==> config.mk <==
export PLATFORM = sky130hd
export DESIGN_NAME = hit_counter_tx
export DESIGN_NICKNAME = d
export VERILOG_FILES = /design/src/rtl/hit_counter_tx_pkg.sv /design/src/rtl/frame_tx.sv /design/src/rtl/hit_counter_tx.sv
export SDC_FILE = /design/constraint.sdc
export NUM_CORES = 1
export LEC_CHECK = 0
export BUFFER_PORTS_ARGS = -buffer_cell sky130_fd_sc_hd__buf_2
export CORE_MARGIN = 5
export CORE_UTILIZATION = 57
export DETAILED_ROUTE_END_ITERATION = 8
export HOLD_SLACK_MARGIN = 0.1
export PLACE_DENSITY = 0.78
export SYNTH_ARGS = -nofsm -noshare
export SYNTH_HDL_FRONTEND = slang
export SYNTH_SLANG_ARGS = --single-unit
==> constraint.sdc <==
create_clock -name clk -period 3.8 [get_ports clk]
set_input_delay 1.14 -clock clk [delete_from_list [all_inputs] [get_ports clk]]
set_output_delay 1.14 -clock clk [all_outputs]
set_load 0.02 [all_outputs]
==> src/rtl/hit_counter_tx_pkg.sv <==
// rtl/hit_counter_tx_pkg.sv - shared TX state encoding and frame width helper
package hit_counter_tx_pkg;

  typedef enum logic [1:0] {
    ST_IDLE  = 2'd0,
    ST_START = 2'd1,
    ST_DATA  = 2'd2,
    ST_STOP  = 2'd3
  } tx_state_t;

  function automatic int frame_w(input int nom_w, input int bit_w);
    return nom_w + bit_w;
  endfunction

endpackage

==> src/rtl/frame_tx.sv <==
// rtl/frame_tx.sv - serialiser: start bit, LSB-first payload, stop bit, one-deep pending slot
module frame_tx
  import hit_counter_tx_pkg::*;
#(
  parameter int FRAME_W = 6,
  parameter int DIV     = 16
) (
  input  logic               clk,
  input  logic               rst_n,
  input  logic               clr,
  input  logic               snap_valid,
  input  logic [FRAME_W-1:0] snap_data,
  output logic               tx,
  output logic               busy,
  output logic               ovr
);

  localparam int CW = (DIV > 1) ? $clog2(DIV) : 1;
  localparam int BW = $clog2(FRAME_W + 1);
  localparam logic [CW-1:0] BAUD_LAST = CW'(DIV - 1);
  localparam logic [BW-1:0] BIT_LAST  = BW'(FRAME_W - 1);

  tx_state_t          state, state_next;
  logic [CW-1:0]      baud_cnt;
  logic [BW-1:0]      bit_cnt;
  logic [FRAME_W-1:0] shreg;
  logic [FRAME_W-1:0] pend_data;
  logic               pend_valid;
  logic               pend_ok;
  logic               baud_done;
  logic               load_slot;
  logic               load_frame;

  assign baud_done = (baud_cnt == BAUD_LAST);
  assign pend_ok   = pend_valid & ~clr;

  // A new frame may start from idle or on the very edge the stop bit ends.
  always_comb begin
    state_next = state;
    load_slot  = 1'b0;
    case (state)
      ST_IDLE:  load_slot = 1'b1;
      ST_START: if (baud_done) state_next = ST_DATA;
      ST_DATA:  if (baud_done && bit_cnt == BIT_LAST) state_next = ST_STOP;
      ST_STOP: begin
        if (baud_done) begin
          load_slot  = 1'b1;
          state_next = ST_IDLE;
        end
      end
      default:  state_next = ST_IDLE;
    endcase
    load_frame = load_slot & (pend_ok | snap_valid);
    if (load_frame) state_next = ST_START;
  end

  always_ff @(posedge clk or negedge rst_n) begin
    if (!rst_n) state <= ST_IDLE;
    else        state <= state_next;
  end

  always_ff @(posedge clk or negedge rst_n) begin
    if (!rst_n) begin
      baud_cnt   <= '0;
      bit_cnt    <= '0;
      shreg      <= '0;
      pend_valid <= 1'b0;
      pend_data  <= '0;
      ovr        <= 1'b0;
    end else begin
      if (state == ST_IDLE || baud_done) baud_cnt <= '0;
      else                               baud_cnt <= baud_cnt + 1'b1;

      if (state != ST_DATA) bit_cnt <= '0;
      else if (baud_done)   bit_cnt <= bit_cnt + 1'b1;

      if (load_frame)                      shreg <= pend_ok ? pend_data : snap_data;
      else if (state == ST_DATA && baud_done) shreg <= shreg >> 1;

      // Pending is consumed first; a snapshot arriving alongside takes its place.
      if (clr) begin
        pend_valid <= 1'b0;
        ovr        <= 1'b0;
      end else if (load_frame && pend_ok) begin
        pend_valid <= snap_valid;
        if (snap_valid) pend_data <= snap_data;
      end else if (snap_valid && !load_frame) begin
        pend_valid <= 1'b1;
        pend_data  <= snap_data;
        if (pend_valid) ovr <= 1'b1;
      end
    end
  end

  assign tx   = (state == ST_START) ? 1'b0 :
                (state == ST_DATA)  ? shreg[0] : 1'b1;
  assign busy = (state != ST_IDLE);

endmodule

==> src/rtl/hit_counter_tx.sv <==
// rtl/hit_counter_tx.sv - hit synchroniser, up/down NOM/BIT counters, LE decode, frame snapshot
module hit_counter_tx
  import hit_counter_tx_pkg::*;
#(
  parameter int NOM_W = 4,
  parameter int BIT_W = 2,
  parameter int DIV   = 16
) (
  input  logic                  clk,
  input  logic                  rst_n,
  input  logic                  hit,
  input  logic                  clr,
  input  logic                  dir,
  output logic [NOM_W-1:0]      NOM,
  output logic [BIT_W-1:0]      BIT,
  output logic [(2**BIT_W)-1:0] LE,
  output logic                  TX,
  output logic                  BUSY,
  output logic                  OVR
);

  localparam int FRAME_W = frame_w(NOM_W, BIT_W);
  localparam int LE_W    = 2 ** BIT_W;

  logic sync1, sync2, hist;
  logic vld1, vld2;
  logic hit_event;
  logic snap_valid;

  // History starts high and only tracks the synchroniser once it holds real
  // samples, so a hit already high at reset release is not counted.
  always_ff @(posedge clk or negedge rst_n) begin
    if (!rst_n) begin
      sync1 <= 1'b0;
      sync2 <= 1'b0;
      vld1  <= 1'b0;
      vld2  <= 1'b0;
      hist  <= 1'b1;
    end else begin
      sync1 <= hit;
      sync2 <= sync1;
      vld1  <= 1'b1;
      vld2  <= vld1;
      hist  <= vld2 ? sync2 : 1'b1;
    end
  end

  assign hit_event = sync2 & ~hist;

  always_ff @(posedge clk or negedge rst_n) begin
    if (!rst_n) begin
      NOM        <= '0;
      BIT        <= '0;
      snap_valid <= 1'b0;
    end else begin
      snap_valid <= hit_event & ~clr;
      if (clr) begin
        NOM <= '0;
        BIT <= '0;
      end else if (hit_event) begin
        if (dir) begin
          NOM <= NOM + 1'b1;
          if (&NOM) BIT <= BIT + 1'b1;
        end else begin
          NOM <= NOM - 1'b1;
          if (NOM == '0) BIT <= BIT - 1'b1;
        end
      end
    end
  end

  assign LE = LE_W'(1) << BIT;

  frame_tx #(
    .FRAME_W (FRAME_W),
    .DIV     (DIV)
  ) u_frame_tx (
    .clk        (clk),
    .rst_n      (rst_n),
    .clr        (clr),
    .snap_valid (snap_valid),
    .snap_data  ({BIT, NOM}),
    .tx         (TX),
    .busy       (BUSY),
    .ovr        (OVR)
  );

endmodule

==> parameters.txt <==
Parameter                              Value

Run status
  Result of the run    finished, final reports clean

Clocking
  Post CTS Setup Buffer Count    0
  Clock insertion delay at the later pin of the skew report    0.34 ns
  Clock-pin slew on the worst setup and hold paths    0.10 ns
  Number of buffers on the longest clock path    2
  Number of buffers added by the clock tree synthesis step    5
  Number of buffers inserted for hold repair after clock tree synthesis    0
  Count of clock tree sinks    35
  TritonCTS clock tree    yes
  Root Buffer    clkbuf_4
  CTS HTree Levels    2
  Count of cells resized by post-cts repair    0

Synthesis
  Cell with the most instances after synthesis    dfrtp_1
  Cell types with the largest area share after synthesis    dfrtp_1, ha_1, mux2_4
  Seq/Total Area, Yosys    a little under half
  Flip-flop cell with the highest count after synthesis    dfrtp_1
  Post-synthesis sequential element count    35
  Cell taking the most area after synthesis    dfrtp_1
  Mapped cell area    ~1900 sq um
  Post-synth top area share    between 40% and 50%
  EDFF count, synth    0
  FFs w/ async S/R, synth    between 90% and 100%
  Synth warn    0
  Total nets after synthesis    roughly 190
  Distinct cell type count of the synthesized netlist    46
  Gate count of the mapped netlist    between 150 and 200
  Most common library cells after synthesis    dfrtp_1, a21oi_1, ha_1, nand2_1, inv_1
  Average size of a mapped cell    11.0 sq um

Final layout
  Syn-to-layout area delta    8.52%
  Number of standard cells in the final layout excluding fillers    233
  Antenna fix cells    0
  Final layout net count    207
  Share of cells above drive strength 1    20.6%

Detailed routing
  Detailed-route vias per instance    between 5 and 6
  Vias    1279
  Remaining number of nets flagged by the antenna check after routing    0
  WL per Instance    14.3 um
  Final routed wirelength across all metal layers    3330 um
  Detailed-route DRC error count    0
  Number of design-rule violations left by the first detailed-router iteration    between 60 and 70
  Detailed Routing Iterations Pass 1    4

Timing
  Worst-case headroom to the max-slew limit    about 48%
  Number of setup violations in the final report    0
  Final slew viol count    0
  Sum of negative setup slack    0 ns
  Part of the cycle the worst path needs    72.6%
  Setup Skew    0.0107 ns
  Final number of hold-violating endpoints    0
  Least-Margin Pin Slew    about 0.78 ns
  Unrepaired setup endpoints after global routing    no
  Max Fclk    363 MHz
  Crit path time final    about 2.8 ns

Global route
  Pin count of the biggest net entering global routing    36
  Global-route wire length before repair    between 5000 and 6000 um
  Initial antenna violation count    0
  Via count of the first global-routing pass    1241
  Grt ovf    0
  Total global routing track utilization    17.2%

Place
  Estimated wirelength of the detail-placed design    2440 um
  Number of port buffers    17
  Total placed cells including tap cells    226
  Routability congestion estimate from global placement    0.802

Setup path
  Worst reg2reg endpoint    u_frame_tx.state[1]$_DFFE_PN0P_
  Required @ worst endpoint    2.66 ns
  Signal arrival time at the worst endpoint    1.62 ns
  CP Max Fanout    12
  Number of cell instances on the worst register-to-register path    6
  Category of the worst setup path capture point    primary output
  Worst Setup Start Kind    flop
  Register-to-register setup slack    1.66 ns
  Reg2Reg Launch Point    u_frame_tx.state[0]$_DFFE_PN0P_
  Classification of the worst setup path    reg -> out

Hold path
  Hold Crit Depth    0
  Hold EP    vld2$_DFF_PN0_
  Worst min path class    reg -> reg
  Hold path startpoint    vld1$_DFF_PN0_

Power
  Maximum resistive drop on vdd    0.000302 V
  Power density normalized to cell area    319 nW/um^2
  Proportion of power drawn by flip-flops and latches    between 60% and 70%
  Share of total power consumed by net switching    24.5%
  Proportion of power drawn by the clock network    a little under a third
  Comb pwr share    just over 8%
  Internal cell power    0.491 mW
  NetSw    around 0.16 mW
  Static Leak    about 0.99 nW

Floorplan
  FP Rows    20
  Chip Width    67.4 um
  I/O pin count    18
  Overall die height    67.4 um
  Area of the placeable core    3100 sq um
  Floorplan die area    roughly 4500 sq um
  Initial standard-cell utilization of the core    60.6%

Flow run
  MaxCap Viol Count    0
[through the flow]
stage	area, sq um	total power, mW	hold WS [ns]	worst slack (ns)	utilization [%]
5_1_grt	2040	0.684	0.379	0.893	65.7
4_1_cts	2040	0.658	0.369	1.02	65.7
3_3_place_gp	1980	0.452	0.341	1.14	63.9
3_5_place_dp	1980	0.455	0.336	1.07	63.9
2_1_floorplan	1880	0.433	0.331	1.37	-
6_report	2040	0.650	0.365	1.04	65.7
[sequential cells by signal (all words and copies together), names as in the netlist]
register,cells
NOM,4
u_frame_tx.pend_valid,1
snap_valid,1
u_frame_tx.shreg,6
u_frame_tx.ovr,1
vld1,1
BIT,2
sync1,1
u_frame_tx.pend_data,6
hist,1
u_frame_tx.bit_cnt,3
u_frame_tx.baud_cnt,4
u_frame_tx.state,2
vld2,1
sync2,1
[per-layer routing]
| layer | GRT usage, % | vias up | share of wire (%) |
|---|---|---|---|
| met5 | 0 | - | 0 |
| met4 | 6.58 | 0 | 0.96 |
| met3 | 5.32 | 4 | 4.7 |
| met2 | 28.6 | 24 | 51 |
| met1 | 21.0 | 621 | 44 |
| li1 | - | 630 | - |
[power groups by stage]
stage	Sequential, mW	Combinational [mW]	Clock [mW]
after floorplan	0.400	0.0330	0
after global placement	0.399	0.0524	0
after detailed placement	0.400	0.0546	0
after CTS	0.393	0.0547	0.211
after global routing	0.395	0.0607	0.229
final	0.393	0.0535	0.204
[kinds of logic after synthesis]
family	count (synthesis)	synth area share (%)
adder cells (fa/ha/maj)	13	9.05
other	1	0.200
multiplexers	13	8.59
flip-flops	35	46.7
XOR/XNOR	5	2.33
buffers and inverters	16	3.93
AO/OA/AOI/OAI	38	14.2
AND/OR/NAND/NOR	50	15.0
[critical path, stage by stage (launching register included)]
cell and delay (ns):
dfrtp_1 0.45, inv_1 0.17, ha_1 0.39, a21oi_1 0.11
buf_2 0.17
[how the worst max path moves through the flow]
| stage | from | endpoint | slack, ns | depth (start not counted) |
|---|---|---|---|---|
| after CTS | u_frame_tx.state[0]$_DFFE_PN0P_ | TX | 1.02 | 4 |
| after detailed placement | clr | u_frame_tx.state[1]$_DFFE_PN0P_ | 1.07 | 5 |
| final | u_frame_tx.state[0]$_DFFE_PN0P_ | TX | 1.04 | 4 |
| after floorplan | dir | NOM[3]$_DFFE_PN0P_ | 1.37 | 6 |
| after global placement | dir | NOM[3]$_DFFE_PN0P_ | 1.14 | 7 |
| after global routing | u_frame_tx.state[0]$_DFFE_PN0P_ | TX | 0.89 | 4 |
[placed cells by master, fill, tap and decap left out, drive strengths merged, types with 2 or more instances in the layout]
master and instances:
o31ai 2, ha 12, nor2 7, and3 6, a21o 2, and2 3, nor2b 6, buf 17
a21oi 14, nand4 2, nand2b 4, a211oi 7, dfrtp 34, mux2i 6, mux2 7, xnor2 3
nor3 3, o21ai 6, nand2 12, clkbuf 6, inv 10, xor2 2
[final cells by class]
class	instances	area [sq um]
fillers	273	1060
multi-input cells	120	928
flip-flops and latches	35	877
repair buffers	17	85.1
well taps	44	55.1
clock buffers	6	51.3
inverters	10	37.5
clock inverters	1	5.00
(Power assumes the default switching activity.)
